## src/rtl/rst_seq_sonata_if.sv

```systemverilog
// Reset sequencer bundle: raw reset sources in, staged resets and cause record out.
// The master side stimulates the sources; the sequencer sits on the slave side.
interface rst_seq_sonata_if;
   logic       btn_rst_ni;
   logic       pll_locked_i;
   logic       sw_rst_req_i;
   logic       rst_periph_no;
   logic       rst_core_no;
   logic       boot_ok_o;
   logic [1:0] rst_cause_o;
   logic [7:0] rst_count_o;

   modport master (
      output btn_rst_ni, pll_locked_i, sw_rst_req_i,
      input  rst_periph_no, rst_core_no, boot_ok_o, rst_cause_o, rst_count_o
   );

   modport slave (
      input  btn_rst_ni, pll_locked_i, sw_rst_req_i,
      output rst_periph_no, rst_core_no, boot_ok_o, rst_cause_o, rst_count_o
   );
endinterface

```

## src/rtl/rst_seq_sonata.sv

```systemverilog
// Staged reset sequencer: waits for lock and a released button, holds both resets,
// releases the peripheral reset first and the core reset a few cycles later.
module rst_seq_sonata #(
   parameter int DebounceCycles   = 16,
   parameter int HoldCycles       = 195,
   parameter int PeriphLeadCycles = 4
) (
   input logic              clk_sys_i,
   input logic              rst_sys_ni,
   rst_seq_sonata_if.slave  bus
);

   localparam int DW = $clog2(DebounceCycles);
   localparam int HW = $clog2(HoldCycles + 1);
   localparam int LW = $clog2(PeriphLeadCycles + 1);

   localparam logic [DW-1:0] DB_LAST   = DW'(DebounceCycles - 1);
   localparam logic [HW-1:0] HOLD_LOAD = HW'(HoldCycles - 1);
   localparam logic [LW-1:0] LEAD_LOAD = LW'(PeriphLeadCycles - 1);

   localparam logic [1:0] CAUSE_LOCK = 2'd1;
   localparam logic [1:0] CAUSE_BTN  = 2'd2;
   localparam logic [1:0] CAUSE_SW   = 2'd3;

   typedef enum logic [1:0] {WAIT_LOCK, HOLD, PERIPH, RUN} state_t;

   state_t          state_reg, state_next;
   logic [HW-1:0]   hold_cnt_reg, hold_cnt_next;
   logic [LW-1:0]   lead_cnt_reg, lead_cnt_next;
   logic [1:0]      cause_reg, cause_next;
   logic [7:0]      count_reg, count_next;
   logic [1:0]      btn_sync_reg, lock_sync_reg;
   logic            btn_db_reg;
   logic [DW-1:0]   db_cnt_reg;
   logic            periph_reg, core_reg, boot_ok_reg;
   logic            btn_s, lock_s;

   assign btn_s  = btn_sync_reg[1];
   assign lock_s = lock_sync_reg[1];

   // Button idles released and lock idles lost, so reset never fakes a qualified start.
   always_ff @(posedge clk_sys_i or negedge rst_sys_ni) begin
      if (!rst_sys_ni) begin
         btn_sync_reg  <= 2'b11;
         lock_sync_reg <= 2'b00;
         btn_db_reg    <= 1'b1;
         db_cnt_reg    <= '0;
      end else begin
         btn_sync_reg  <= {btn_sync_reg[0], bus.btn_rst_ni};
         lock_sync_reg <= {lock_sync_reg[0], bus.pll_locked_i};
         if (btn_s == btn_db_reg) begin
            db_cnt_reg <= '0;
         end else if (db_cnt_reg == DB_LAST) begin
            btn_db_reg <= btn_s;
            db_cnt_reg <= '0;
         end else begin
            db_cnt_reg <= db_cnt_reg + 1'b1;
         end
      end
   end

   always_ff @(posedge clk_sys_i or negedge rst_sys_ni) begin
      if (!rst_sys_ni) begin
         state_reg    <= WAIT_LOCK;
         hold_cnt_reg <= '0;
         lead_cnt_reg <= '0;
         cause_reg    <= '0;
         count_reg    <= '0;
         periph_reg   <= 1'b0;
         core_reg     <= 1'b0;
         boot_ok_reg  <= 1'b0;
      end else begin
         state_reg    <= state_next;
         hold_cnt_reg <= hold_cnt_next;
         lead_cnt_reg <= lead_cnt_next;
         cause_reg    <= cause_next;
         count_reg    <= count_next;
         // Decoded from the next state so the resets change on the same edge as the state.
         periph_reg   <= (state_next == PERIPH) || (state_next == RUN);
         core_reg     <= (state_next == RUN);
         boot_ok_reg  <= (state_next == RUN);
      end
   end

   always_comb begin
      state_next    = state_reg;
      hold_cnt_next = hold_cnt_reg;
      lead_cnt_next = lead_cnt_reg;
      cause_next    = cause_reg;
      count_next    = count_reg;

      if (state_reg == WAIT_LOCK) begin
         if (lock_s && btn_db_reg) begin
            state_next    = HOLD;
            hold_cnt_next = HOLD_LOAD;
         end
      end else if (!lock_s || !btn_db_reg ||
                   (bus.sw_rst_req_i && (state_reg != HOLD))) begin
         // One event per cycle, whichever source has priority records the cause.
         if (count_reg != 8'hFF) begin
            count_next = count_reg + 8'd1;
         end
         if (!lock_s) begin
            state_next = WAIT_LOCK;
            cause_next = CAUSE_LOCK;
         end else if (!btn_db_reg) begin
            state_next = WAIT_LOCK;
            cause_next = CAUSE_BTN;
         end else begin
            state_next    = HOLD;
            hold_cnt_next = HOLD_LOAD;
            cause_next    = CAUSE_SW;
         end
      end else begin
         unique case (state_reg)
            HOLD: begin
               if (hold_cnt_reg == '0) begin
                  state_next    = PERIPH;
                  lead_cnt_next = LEAD_LOAD;
               end else begin
                  hold_cnt_next = hold_cnt_reg - 1'b1;
               end
            end
            PERIPH: begin
               if (lead_cnt_reg == '0) begin
                  state_next = RUN;
               end else begin
                  lead_cnt_next = lead_cnt_reg - 1'b1;
               end
            end
            default: ;
         endcase
      end
   end

   assign bus.rst_periph_no = periph_reg;
   assign bus.rst_core_no   = core_reg;
   assign bus.boot_ok_o     = boot_ok_reg;
   assign bus.rst_cause_o   = cause_reg;
   assign bus.rst_count_o   = count_reg;

endmodule

```

## src/flat_wrapper.sv

```systemverilog
// flat-port wrapper written by rule: the top's interface ports become plain ports
module rst_seq_sonata_flat 
#(
   parameter int DebounceCycles   = 16,
   parameter int HoldCycles       = 195,
   parameter int PeriphLeadCycles = 4
)
  (clk_sys_i, rst_sys_ni, bus_btn_rst_ni, bus_pll_locked_i, bus_sw_rst_req_i, bus_rst_periph_no, bus_rst_core_no, bus_boot_ok_o, bus_rst_cause_o, bus_rst_count_o);
  rst_seq_sonata_if bus_i ();
  input logic clk_sys_i;
  input logic rst_sys_ni;
  input wire logic [$bits(bus_i.btn_rst_ni)-1:0] bus_btn_rst_ni;
  input wire logic [$bits(bus_i.pll_locked_i)-1:0] bus_pll_locked_i;
  input wire logic [$bits(bus_i.sw_rst_req_i)-1:0] bus_sw_rst_req_i;
  output wire logic [$bits(bus_i.rst_periph_no)-1:0] bus_rst_periph_no;
  output wire logic [$bits(bus_i.rst_core_no)-1:0] bus_rst_core_no;
  output wire logic [$bits(bus_i.boot_ok_o)-1:0] bus_boot_ok_o;
  output wire logic [$bits(bus_i.rst_cause_o)-1:0] bus_rst_cause_o;
  output wire logic [$bits(bus_i.rst_count_o)-1:0] bus_rst_count_o;
  assign bus_i.btn_rst_ni = bus_btn_rst_ni;
  assign bus_i.pll_locked_i = bus_pll_locked_i;
  assign bus_i.sw_rst_req_i = bus_sw_rst_req_i;
  assign bus_rst_periph_no = bus_i.rst_periph_no;
  assign bus_rst_core_no = bus_i.rst_core_no;
  assign bus_boot_ok_o = bus_i.boot_ok_o;
  assign bus_rst_cause_o = bus_i.rst_cause_o;
  assign bus_rst_count_o = bus_i.rst_count_o;
  rst_seq_sonata #(.DebounceCycles(DebounceCycles), .HoldCycles(HoldCycles), .PeriphLeadCycles(PeriphLeadCycles)) u_core (.clk_sys_i(clk_sys_i), .rst_sys_ni(rst_sys_ni), .bus(bus_i));
endmodule
```

## config.mk

```make
export PLATFORM = sky130hd
export DESIGN_NAME = rst_seq_sonata_flat
export DESIGN_NICKNAME = d
export VERILOG_FILES = /design/src/rtl/rst_seq_sonata_if.sv /design/src/rtl/rst_seq_sonata.sv /design/src/flat_wrapper.sv
export SDC_FILE = /design/constraint.sdc
export NUM_CORES = 1
export LEC_CHECK = 0
export ABC_AREA = 1
export BUFFER_PORTS_ARGS = -buffer_cell sky130_fd_sc_hd__buf_2
export CAP_MARGIN = 0
export CORE_MARGIN = 3
export CORE_UTILIZATION = 58
export DETAILED_ROUTE_END_ITERATION = 8
export GPL_TIMING_DRIVEN = 0
export PLACE_DENSITY = 0.85
export SETUP_SLACK_MARGIN = 0.3
export SLEW_MARGIN = 30
export SYNTH_ARGS = -nofsm -noshare
export SYNTH_HDL_FRONTEND = slang
export SYNTH_SLANG_ARGS = --single-unit
```

## constraint.sdc

```tcl
create_clock -name clk_sys_i -period 1.6 [get_ports clk_sys_i]
set_input_delay 0.32 -clock clk_sys_i [delete_from_list [all_inputs] [get_ports clk_sys_i]]
set_output_delay 0.32 -clock clk_sys_i [all_outputs]
set_load 0.05 [all_outputs]
```

==> reports/metrics.yaml <==
floorplan:
  die_width_um: 62.9
  start_util_pct: 60.9
  dieArea_mm2: 0.00395
  num_io_pins: 18
  rows: 20
  die_y_um: 62.9
  core_mm2: 0.00308
timing:
  final-hold-violation-count: 0
  grt_setup_unrepaired: "true"
  worst_slew_pin_slew_ps: 746
  period_minus_slack_ps: 1530
  relSlewSlack_pct: 50.3
  slew_violations: 0
  clock.fmax_ghz: 0.652
  post-route-period-util_pct: 95.9
  setup_viol: 0
  clock_skew_ps: 9.34
detailed_routing:
  vias: 1670
  postRouteAntennaNets: 0
  viasPerCell: 5.42
  wl_per_cell_um: 16.9
  drt-pass1-iter-count: 5
  totalWireLength_mm: 5.21
  drtIter0Drc: 157
  drcViolationCount: 0
synthesis:
  synthFlopType: "dfrtp_1"
  synth_area_leaders: "dfrtp_1, nand2_1, inv_1, ha_1, dfstp_2"
  synth.avg_cell_area_um2: 8.85
  yosysWarnings: 0
  synth_top_cell_by_area: "dfrtp_1"
  yosysTopAreaCellShare_pct: 41.4
  synth_area_mm2: 0.00188
  ys_types: 37
  async_flop_share_pct: 100
  syn_nets: 225
  ys_ff_latch: 34
  ys_seq_area_share_pct: 45.6
  synth_edf_count: 0
  synthCells: 212
outcome:
  status: "finished, final reports clean"
critical_path:
  path_class: "reg -> reg"
  r2r-start: "u_core.state_reg[1]$_DFF_PN0_"
  cp-end-kind: "flop"
  cp-start-kind: "flop"
  worst-r2r-setup-slack_ps: 70
  worstPathRequired_ps: 1880
  cp.arrival_ps: 1810
  path_max_fanout: 6
  cp-startpoint: "u_core.state_reg[1]$_DFF_PN0_"
power_and_ir_drop:
  powerDensity_mw_per_mm2: 735
  p_leak_nw: 1.27
  peakVddDrop_mv: 0.505
  finalPower_mw: 1.92
job:
  cap_viol_max_count: 0
cts:
  cts_max_level: 2
  cts_sinks: 34
  cts.path.max_buffers: 2
  cts_root_buf: "clkbuf_4"
  cts_tree: "done"
  clkTransAtPathRegs_ps: 120
  clk_latency_ps: 350
  numCtsBuffers: 5
final_layout:
  fin_nets: 276
  drive_gt1_share_pct: 47.0
  area.growth.synth_to_final_pct: 39.6
  fin_area_mm2: 0.00262
  finalNonFillerCells: 308
  antenna_cells: 0
placement:
  dpl-instance-area_mm2: 0.00210
  dp_hpwl_mm: 2.51
  dp.cells: 273
  gp_congestion: 0.853
  io_buffers: 17
global_routing:
  antenna_found_initial: 0
  grt_pass1_wl_mm: 7.27
  grt_max_degree: 35
  track_usage_pct: 23.8
  grt_pass1_vias: 1671
  grt_remaining_overflow: 0
min_path:
  min_path_type: "in -> async"
-- cells by family after synthesis --
group	share of synthesized area (%)
DFF	45.6
AOI/OAI and AO/OA	9.61
xor gates and xnor gates	4.20
buffers and inverters	8.34
adders and majority gates	5.34
and+or+nand+nor	26.4
muxes	0.600
-- cells in the final DEF (no fill, tap or decap), types with 3 or more instances in the layout --
cell type and instances:
buf_2 5, xor2_1 5, inv_1 21, clkbuf_4 5
nor3_1 4, o21ai_0 4, o21ai_2 6, inv_4 3
nor2_1 11, dfstp_2 3, xnor2_1 4, buf_6 12
dfrtp_1 25, inv_2 6, buf_8 3, dfrtp_2 6
nand2_2 9, a21oi_1 4, nand3_1 6, nor2_2 6
o21ai_1 5, nand2_4 6, nand2_1 42, nand4_1 4
buf_4 26, ha_4 5
-- metal layers --
layer  vias to the layer above  global-route usage [%]  wire [µm]
met5                         -                       0          0
met3                        20                    4.32        215
met2                        66                    42.8       2910
li1                        771                       -          -
met1                       813                    26.3       1910
met4                         0                    12.4        180
-- layout make-up --
| cell class | count | area, µm² |
|---|---|---|
| Buffer | 3 | 41.3 |
| Clock buffer | 6 | 51.3 |
| Clock inverter | 2 | 60.1 |
| Fill cell | 150 | 459 |
| Inverter | 33 | 143 |
| Multi-Input combinational cell | 142 | 1020 |
| Sequential cell | 34 | 862 |
| Tap cell | 44 | 55.1 |
| Timing Repair Buffer | 44 | 384 |
-- path summary, 6_finish.rpt --
check	to	cells after the start
min in group clk_sys_i	u_core.btn_sync_reg[0]$_DFF_PN1_	1
min	u_core.db_cnt_reg[3]$_DFF_PN0_	1
max in group asynchronous	u_core.bus.rst_count_o[0]$_DFFE_PN0P_	1
min reg2reg	u_core.btn_sync_reg[1]$_DFF_PN1_	0
max	u_core.bus.rst_core_no$_DFF_PN0_	8
max reg2reg	u_core.bus.rst_core_no$_DFF_PN0_	8
-- where the power goes --
group | internal [mW] | switching [mW]
registers | 0.885 | 0.0243
clock network | 0.529 | 0.324
logic | 0.0626 | 0.0986
total | 1.48 | 0.447
-- per-stage QoR --
step                      hold slack [ps]  setup WS (ps)  utilization [%]  setup TNS [ps]
after floorplan                      24.4            166                -               0
after global placement                333           67.9             68.3               0
after detailed placement              337           19.0             68.3               0
after CTS                            39.2            129             78.8               0
after global routing                 42.7          -52.2             85.1           -52.2
final                                8.19           65.2             85.1               0
-- cells in the mapped netlist (3+ instances only) --
cell type / number
xnor2_1: 4
nor2_1: 16
o21ai_0: 8
nor3_1: 4
ha_1: 8
nand2_2: 6
inv_1: 29
nand3_1: 7
a21oi_1: 5
xor2_1: 5
dfstp_2: 3
nand4_1: 4
nand2_1: 50
dfrtp_1: 31
o21ai_2: 7
-- critical path, stage by stage, from the launching register on --
cell and delay (ps):
dfrtp_1 410, inv_2 120, ha_4 170, inv_4 40
nand2_4 80, nand2_8 80, a211oi_1 240, a21oi_2 130
nor2_1 170
-- timing repair --
| action | 4_1_cts | 5_1_grt |
|---|---|---|
| hold buffers | 0 | 0 |
| pin swaps | 3 | 11 |
| setup buffers | 18 | 8 |
| cloned | 0 | 1 |
| setup endpoints to repair | 35 | 36 |
| gates resized for setup | 26 | 34 |
Power figures use the tool's default switching activity.
